==> config.mk <==
export PLATFORM = sky130hd
export DESIGN_NAME = cmd_frame_master
export DESIGN_NICKNAME = d
export VERILOG_FILES = /design/src/rtl/cmd_frame_pkg.sv /design/src/rtl/cmd_frame_master_timer.sv /design/src/rtl/cmd_frame_master.sv
export SDC_FILE = /design/constraint.sdc
export NUM_CORES = 1
export LEC_CHECK = 0
export BUFFER_PORTS_ARGS = -buffer_cell sky130_fd_sc_hd__buf_2
export CORE_ASPECT_RATIO = 1.4
export CORE_MARGIN = 8
export CORE_UTILIZATION = 40
export DETAILED_ROUTE_END_ITERATION = 10
export HOLD_SLACK_MARGIN = 0.12
export SLEW_MARGIN = 30
export SYNTH_ARGS = -nofsm -noshare
export SYNTH_HDL_FRONTEND = slang
export SYNTH_SLANG_ARGS = --single-unit
==> constraint.sdc <==
create_clock -name clk -period 2.7 [get_ports clk]
set_input_delay 0.675 -clock clk [delete_from_list [all_inputs] [get_ports clk]]
set_output_delay 0.675 -clock clk [all_outputs]
set_load 0.01 [all_outputs]
==> src/rtl/cmd_frame_pkg.sv <==
// Shared opcodes, command encodings and FSM state codes for the
// UART command-frame master.
package cmd_frame_pkg;

  localparam logic [7:0] OP_WR  = 8'hAA;
  localparam logic [7:0] OP_RD  = 8'hBB;
  localparam logic [7:0] OP_ALU = 8'hCC;
  localparam logic [7:0] OP_NOP = 8'hDD;

  typedef enum logic [1:0] {
    CMD_WR  = 2'd0,
    CMD_RD  = 2'd1,
    CMD_ALU = 2'd2,
    CMD_NOP = 2'd3
  } cmd_type_t;

  typedef enum logic [1:0] {
    S_IDLE = 2'd0,
    S_SEND = 2'd1,
    S_WAIT = 2'd2,
    S_DONE = 2'd3
  } state_t;

  function automatic logic [7:0] opcode(input cmd_type_t t);
    case (t)
      CMD_WR:  return OP_WR;
      CMD_RD:  return OP_RD;
      CMD_ALU: return OP_ALU;
      default: return OP_NOP;
    endcase
  endfunction

  // Index of the final frame byte for each command type
  function automatic logic [1:0] last_idx(input cmd_type_t t);
    case (t)
      CMD_WR:  return 2'd2;
      CMD_RD:  return 2'd1;
      CMD_ALU: return 2'd3;
      default: return 2'd1;
    endcase
  endfunction

  function automatic logic [1:0] rsp_len(input cmd_type_t t);
    case (t)
      CMD_WR:  return 2'd0;
      CMD_RD:  return 2'd1;
      default: return 2'd2;
    endcase
  endfunction

endpackage

==> src/rtl/cmd_frame_master_timer.sv <==
// Per-byte response timer: clears on demand, counts while enabled,
// flags expiry one cycle short of the limit (limit 0 never expires).
module cmd_rsp_timer #(
  parameter int W = 16
) (
  input  logic         clk,
  input  logic         rst,
  input  logic         clr,
  input  logic         en,
  input  logic [W-1:0] lim,
  output logic         expire
);

  logic [W-1:0] count;

  always_ff @(posedge clk or negedge rst) begin
    if (!rst) begin
      count <= '0;
    end else if (clr) begin
      count <= '0;
    end else if (en) begin
      count <= count + W'(1);
    end
  end

  assign expire = en && (lim != '0) &&
                  (count == lim - W'(1));

endmodule

==> src/rtl/cmd_frame_master.sv <==
// Builds AA/BB/CC/DD command frames, streams them to UART TX and
// gathers the response bytes from UART RX into one response word.
module cmd_frame_master
  import cmd_frame_pkg::*;
#(
  parameter int DATA_WIDTH = 8,
  parameter int ADDR_WIDTH = 4,
  parameter int FUN_WIDTH  = 4,
  parameter int TIMEOUT_W  = 16
) (
  input  logic                    clk,
  input  logic                    rst,
  input  logic                    cmd_valid,
  output logic                    cmd_ready,
  input  logic [1:0]              cmd_type,
  input  logic [ADDR_WIDTH-1:0]   cmd_addr,
  input  logic [DATA_WIDTH-1:0]   cmd_wdata,
  input  logic [DATA_WIDTH-1:0]   cmd_op_a,
  input  logic [DATA_WIDTH-1:0]   cmd_op_b,
  input  logic [FUN_WIDTH-1:0]    cmd_fun,
  input  logic [TIMEOUT_W-1:0]    timeout_lim,
  output logic [DATA_WIDTH-1:0]   TX_P_DATA,
  output logic                    TX_D_VLD,
  input  logic                    tx_ready,
  input  logic [DATA_WIDTH-1:0]   RX_P_DATA,
  input  logic                    RX_D_VLD,
  output logic [2*DATA_WIDTH-1:0] rsp_data,
  output logic                    rsp_valid,
  output logic                    rsp_timeout
);

  state_t                  state;
  cmd_type_t               typ_q;
  logic [ADDR_WIDTH-1:0]   addr_q;
  logic [DATA_WIDTH-1:0]   wdata_q;
  logic [DATA_WIDTH-1:0]   op_a_q;
  logic [DATA_WIDTH-1:0]   op_b_q;
  logic [FUN_WIDTH-1:0]    fun_q;
  logic [1:0]              tx_idx;
  logic [1:0]              nxt_idx;
  logic                    rx_idx;
  logic                    last_tx;
  logic                    last_rx;
  logic                    expire;
  logic                    tmr_en;
  logic                    tmr_clr;
  logic [DATA_WIDTH-1:0]   nxt_byte;

  assign nxt_idx = tx_idx + 2'd1;
  assign last_tx = (tx_idx == last_idx(typ_q));
  assign last_rx = (({1'b0, rx_idx} + 2'd1) == rsp_len(typ_q));
  assign tmr_en  = (state == S_WAIT);
  assign tmr_clr = !tmr_en || RX_D_VLD;

  cmd_rsp_timer #(.W(TIMEOUT_W)) u_timer (
    .clk    (clk),
    .rst    (rst),
    .clr    (tmr_clr),
    .en     (tmr_en),
    .lim    (timeout_lim),
    .expire (expire)
  );

  // Payload byte following the current one; byte 0 is always the opcode
  always_comb begin
    nxt_byte = '0;
    case ({typ_q, nxt_idx})
      {CMD_WR, 2'd1},
      {CMD_RD, 2'd1}:  nxt_byte = DATA_WIDTH'(addr_q);
      {CMD_WR, 2'd2}:  nxt_byte = wdata_q;
      {CMD_ALU, 2'd1}: nxt_byte = op_a_q;
      {CMD_ALU, 2'd2}: nxt_byte = op_b_q;
      {CMD_ALU, 2'd3},
      {CMD_NOP, 2'd1}: nxt_byte = DATA_WIDTH'(fun_q);
      default:         nxt_byte = '0;
    endcase
  end

  always_ff @(posedge clk or negedge rst) begin
    if (!rst) begin
      state       <= S_IDLE;
      typ_q       <= CMD_WR;
      addr_q      <= '0;
      wdata_q     <= '0;
      op_a_q      <= '0;
      op_b_q      <= '0;
      fun_q       <= '0;
      tx_idx      <= '0;
      rx_idx      <= 1'b0;
      cmd_ready   <= 1'b1;
      TX_D_VLD    <= 1'b0;
      TX_P_DATA   <= '0;
      rsp_data    <= '0;
      rsp_valid   <= 1'b0;
      rsp_timeout <= 1'b0;
    end else begin
      rsp_valid   <= 1'b0;
      rsp_timeout <= 1'b0;
      unique case (state)
        S_IDLE: begin
          if (cmd_valid) begin
            typ_q     <= cmd_type_t'(cmd_type);
            addr_q    <= cmd_addr;
            wdata_q   <= cmd_wdata;
            op_a_q    <= cmd_op_a;
            op_b_q    <= cmd_op_b;
            fun_q     <= cmd_fun;
            tx_idx    <= '0;
            rx_idx    <= 1'b0;
            rsp_data  <= '0;
            cmd_ready <= 1'b0;
            TX_D_VLD  <= 1'b1;
            TX_P_DATA <= DATA_WIDTH'(opcode(cmd_type_t'(cmd_type)));
            state     <= S_SEND;
          end
        end
        S_SEND: begin
          if (tx_ready) begin
            if (last_tx) begin
              TX_D_VLD  <= 1'b0;
              TX_P_DATA <= '0;
              if (rsp_len(typ_q) == 2'd0) begin
                state     <= S_DONE;
                rsp_valid <= 1'b1;
              end else begin
                state <= S_WAIT;
              end
            end else begin
              tx_idx    <= nxt_idx;
              TX_P_DATA <= nxt_byte;
            end
          end
        end
        S_WAIT: begin
          // A byte arriving on the expiry cycle takes priority
          if (RX_D_VLD) begin
            if (rx_idx) begin
              rsp_data[DATA_WIDTH +: DATA_WIDTH] <= RX_P_DATA;
            end else begin
              rsp_data[0 +: DATA_WIDTH] <= RX_P_DATA;
            end
            if (last_rx) begin
              state     <= S_DONE;
              rsp_valid <= 1'b1;
            end else begin
              rx_idx <= 1'b1;
            end
          end else if (expire) begin
            state       <= S_DONE;
            rsp_valid   <= 1'b1;
            rsp_timeout <= 1'b1;
          end
        end
        S_DONE: begin
          state     <= S_IDLE;
          cmd_ready <= 1'b1;
        end
        default: state <= S_IDLE;
      endcase
    end
  end

endmodule

# Yosys cells after proc, flatten, opt, wreduce, memory -nomap -nowiden
# Cells that the tools add are included.
# totals
input_bits	63
reg_bits	83
# op_classes
eq_ne	27
add_sub_neg	4
muxes	48
n_reduce_logical	24
# op_table
cell	n
two-way mux 16 bit	4
two-way mux 8 bit	5
one-hot mux 8 bit (5 select lines)	1
one-hot mux 16 bit (2 select lines)	1
two-way mux 2 bit	12
one-hot mux 7 bit (3 select lines)	1
AND reduction 4 bit	5
adder 16 x 1 -> 16 bit (second input constant)	1
equality test 16 bit	1
equality test 4 bit (second input constant)	4
inequality test 2 bit (second input constant)	8
one-hot mux 8 bit (2 select lines)	1
nonzero test 16 bit	1
subtractor 16 x 1 -> 16 bit (second input constant)	1
two-way mux 1 bit	15
one-hot mux 2 bit (2 select lines)	3
equality test 2 bit (second input constant)	4
zero test 2 bit	4
one-hot mux 1 bit (2 select lines)	4
one-hot mux 2 bit (4 select lines)	1
nonzero test 2 bit	4
equality test 2 x 1 -> 1 bit (second input constant)	3
inequality test 3 bit (second input constant)	2
AND reduction 5 bit	1
12 further kinds	16

# Depth between registers and ports, before layout
# logic_depth
word_depth	11
ltp_mapped	9

# Cells and area by module
# Synthesis repeated with hierarchy kept, for this count alone.
# hier_totals
cells_unflattened	441
area_unflattened_um2	4635.7
# by_module_without_submodules
module	seq_area_each_um2	cells_each	area_each_um2	instances
cmd_frame_master	1677.9	281	3285.7	1
cmd_rsp_timer	400.4	160	1350.0	1

# Worst setup path after synthesis
# No wires, ideal clock.
# synth_timing
path_kind	input port to flip-flop
startpoint	input timeout_lim[0]
endpoint	register state[1]
slack_ns	-0.324
t_arrival_ns	2.899
stages	9
path_buffers	0
setup_ns	0.125
t_required_ns	2.575
cell_sequence	inv_1 ha_1 or4b_4 or4_1 and3b_1 o32ai_2 a2111oi_4 o21ai_2 mux2_4
# synth_between
elab_chain_len	5
elab_cells_between_ends	7
cone_classes	add/sub: 1; eq/ne: 2; reduce/logical: 4
# synth_lines
element	line_no	rtl
from (decl)	cmd_frame_master.sv:21	input logic [TIMEOUT_W-1:0] timeout_lim,
subtractor 16 x 1 -> 16 bit / nonzero test 16 bit (equally long branches)	cmd_frame_master_timer.sv:27, cmd_frame_master_timer.sv:26	
equality test 16 bit / logical AND 1 bit (equally long branches)	cmd_frame_master_timer.sv:27, cmd_frame_master_timer.sv:26	
logical AND 1 bit (*)	cmd_frame_master_timer.sv:26	assign expire = en && (lim != '0) &&
inequality test 3 bit (no line) (*)	--	
AND reduction 5 bit (no line) (*)	--	
to (signal assigned)	cmd_frame_master.sv:81	state <= S_IDLE;
to (signal assigned)	cmd_frame_master.sv:114	state <= S_SEND;
to (signal assigned)	cmd_frame_master.sv:123	state <= S_DONE;
to (decl)	cmd_frame_master.sv:32	state_t state;
# Mark *: on every way between the ends. The rest lies on a longest branch, timed or not.
# A chain may end at the register's enable or synchronous reset.

# Final worst setup path
# layout_timing
startpoint	input timeout_lim[1]
endpoint	register state[1]
# Same word-level chain as after synthesis.

==> impl_metrics.json <==
{
  "p_int_uw": 3420,
  "insertion_delay_ns": 0.34,
  "drtAntennaViolNets": 0,
  "fin_crit_sh": 0.997,
  "pre_cts_ws_ns": -0.469,
  "cp_data_arrival_time_ns": 2.91,
  "use_met2": 0.281,
  "track_usage": 0.154,
  "min_path_type": "input pin to asynchronous set/reset pin",
  "wire_per_inst_um": 15.9,
  "htreeDepth": 3,
  "required_ns": 2.92,
  "final_common_cell": "buf_2",
  "die_x_um": 105,
  "power.switching_uw": 2000,
  "async_flop_share": 1.00,
  "cts.sinks": 83,
  "grt_max_degree": 48,
  "coreArea_um2": 10900,
  "dr.pass1.iters": 7,
  "synth_top_family_by_area": "simple AND/OR/NAND/NOR gates",
  "synth_compound_area_frac": 0.131,
  "finish.utilization": 0.517,
  "ys_seq_area_frac": 0.464,
  "hold_buffers": 0,
  "root_buffer": "clkbuf_16",
  "leakagePower_uw": 0.00255,
  "cellPowerDensity_nw_per_um2": 965,
  "p_clk_frac": 0.227,
  "gr-total-overflow": 0,
  "drv_cap": 0,
  "viasPerCell": 5.21,
  "crit_type": "input pin to register",
  "drive_gt1_frac": 0.332,
  "slew_headroom": 0.618,
  "gp_congestion": 0.825,
  "cts_tree": "done",
  "final_area_um2": 5620,
  "grtUsageMet3": 0.0356,
  "die-area_um2": 14900,
  "grt_pass1_wl_mm": 18.6,
  "period_needed_ns": 2.69,
  "synth_seq_cells": 83,
  "drt_iter0_drc": 205,
  "fin_skew_ns": 0.00592,
  "worstSetupStartpointType": "input pin",
  "hold_violations": 0,
  "total_power_uw": 5420,
  "grt-busiest-layer": "met2",
  "dp_hpwl_mm": 8.80,
  "ioPinCount": 91,
  "combPwrFrac": 0.390,
  "ys_types": 56,
  "synth_fa_ha_area_frac": 0.0280,
  "numPortBuffers": 90,
  "syn_inst": 451,
  "tightestPinTransition_ns": 0.573,
  "ir_drop_mv": 0.595,
  "rsz0062_at_grt": "yes",
  "critPathMaxFanout": 3,
  "avgSynthCellArea_um2": 9.92,
  "cp-end-kind": "register",
  "synth-edff-count": 0,
  "vias": 3687,
  "yosys.area_share.simple": 0.187,
  "fp.dieH_um": 141,
  "num-nets-final": 634,
  "drc": 0,
  "synth_mux_area_frac": 0.103,
  "synth_nets": 524,
  "start_util": 0.412,
  "fill_cells": 999,
  "clkTransAtPathRegs_ns": 0.06,
  "grt_pass1_vias": 3871,
  "cts_made_buffers": 9,
  "synth-xor-area-share": 0.0548,
  "p_seq_frac": 0.383,
  "num_rows": 45,
  "synth_ff_type": "dfrtp_1",
  "n_antenna_cell": 0,
  "wirelength_mm": 11.2,
  "switching_share": 0.369,
  "synth_area_um2": 4480,
  "area_growth_pct": 25.5,
  "setup_ws_ns": 0.00677,
  "cts_buffer_depth": 2,
  "met1_usage": 0.163,
  "place_area_um2": 5290,
  "antenna_found_initial": 1,
  "postCtsSetupBuffers": 0,
  "yosysWarnings": 0,
  "max_freq_ghz": 0.371,
  "setup_violations": 0,
  "final_cell_mix": "87 x buf_2, 82 x dfrtp_1, 50 x nand2_1",
  "slew_violations": 0,
  "status": "finished, final reports clean"
}
timing repair:
action,4_1_cts,5_1_grt
setup endpoints to repair,3,2
pin swaps,3,2
gates resized for setup,8,0
critical path: stages:
cell       delay [ns]
buf_12           0.11
inv_12           0.04
ha_4             0.12
or4b_4           0.48
or4_4            0.44
nor3b_1          0.16
o32ai_2          0.32
a2111oi_4        0.07
o21ai_2          0.18
mux2_4           0.31
worst paths after layout:
path                                 from     endpoint  slack (ns)  cells past startpoint
setup / recovery           timeout_lim[1]     state[1]       0.007                     10
hold / removal                        rst  rsp_data[9]        0.31                      1
setup reg to reg                 state[0]     state[1]        0.30                      9
hold reg to reg               rsp_data[3]  rsp_data[3]        0.48                      2
max in group asynchronous             rst    cmd_ready        1.70                      2
min in group clk              rsp_data[3]  rsp_data[3]        0.48                      2
synthesized netlist by cell type (2+ instances only):
| cell type | count | area [µm²] |
|---|---|---|
| dfrtp_1 | 82 | 2050 |
| nand2_1 | 50 | 188 |
| mux2_2 | 35 | 394 |
| o21ai_0 | 33 | 165 |
| nor2_1 | 32 | 120 |
| a21oi_1 | 25 | 125 |
| inv_1 | 19 | 71.3 |
| clkbuf_1 | 18 | 67.6 |
| nand3_1 | 15 | 75.1 |
| xor2_1 | 15 | 131 |
| xnor2_1 | 13 | 114 |
| nor2b_1 | 11 | 68.8 |
| ha_1 | 10 | 125 |
| or3_1 | 8 | 50.1 |
| nor3_1 | 7 | 35.0 |
| and2_1 | 5 | 31.3 |
| mux2i_1 | 5 | 50.1 |
| nand2b_1 | 5 | 31.3 |
| nand4_1 | 5 | 31.3 |
| a222oi_1 | 4 | 40.0 |
| a32oi_1 | 4 | 35.0 |
| a31oi_1 | 3 | 18.8 |
| and3_1 | 3 | 18.8 |
| o22a_1 | 3 | 26.3 |
| a211o_1 | 2 | 17.5 |
| a21o_1 | 2 | 15.0 |
| a22oi_1 | 2 | 15.0 |
| nor3b_1 | 2 | 15.0 |
| o211ai_1 | 2 | 15.0 |
| o22ai_1 | 2 | 12.5 |
| or2_2 | 2 | 12.5 |
| or4_1 | 2 | 15.0 |
| or4_4 | 2 | 22.5 |
power by group through the flow:
stage          Clock [µW]  Sequential (µW)  Combinational, µW
2_1_floorplan           0             2040               1400
3_3_place_gp            0             2070               2080
3_5_place_dp            0             2100               2130
4_1_cts              1260             2080               2150
5_1_grt              1320             2150               2350
6_report             1230             2080               2110
state kept, by name (all words and copies together) (netlist names):
name and cells:
addr_q 4, rx_idx 1, fun_q 4, u_timer.count 16, op_a_q 8, state 2, tx_idx 2, rsp_data 16
op_b_q 8, rsp_valid 1, typ_q 2, TX_D_VLD 1, rsp_timeout 1, cmd_ready 1, TX_P_DATA 8, wdata_q 8
per-stage QoR:
step           hold slack, ns  instances  setup TNS, ns
2_1_floorplan           0.379        451         -0.218
3_3_place_gp            0.466        691          -1.22
3_5_place_dp            0.474        691          -1.38
4_1_cts                 0.318        707       -0.00995
5_1_grt                 0.335        707        -0.0837
6_report                0.307        707              0
final cells by class:
cell class | instances | area, µm² | share of cell area
clock buffers | 9 | 225 | 0.0401
clock inverters | 7 | 76.3 | 0.0136
inverters | 19 | 88.8 | 0.0158
multi-input cells | 330 | 2270 | 0.405
flip-flops and latches | 83 | 2080 | 0.370
well taps | 141 | 176 | 0.0314
repair buffers | 118 | 697 | 0.124
logic make-up after synthesis:
kind of cell | count (synthesis)
AOI/OAI and AO/OA | 91
xor gates and xnor gates | 28
adders and majority gates | 10
buffers and inverters | 38
DFF | 83
muxes | 41
and+or+nand+nor | 160
layer usage:
layer  routed length, µm  up-vias
li1                    -     1809
met5                  12        -
met4                 246        2
met1                4360     1758
met3                 515       20
met2                6100       98
(Power assumes the default switching activity.)
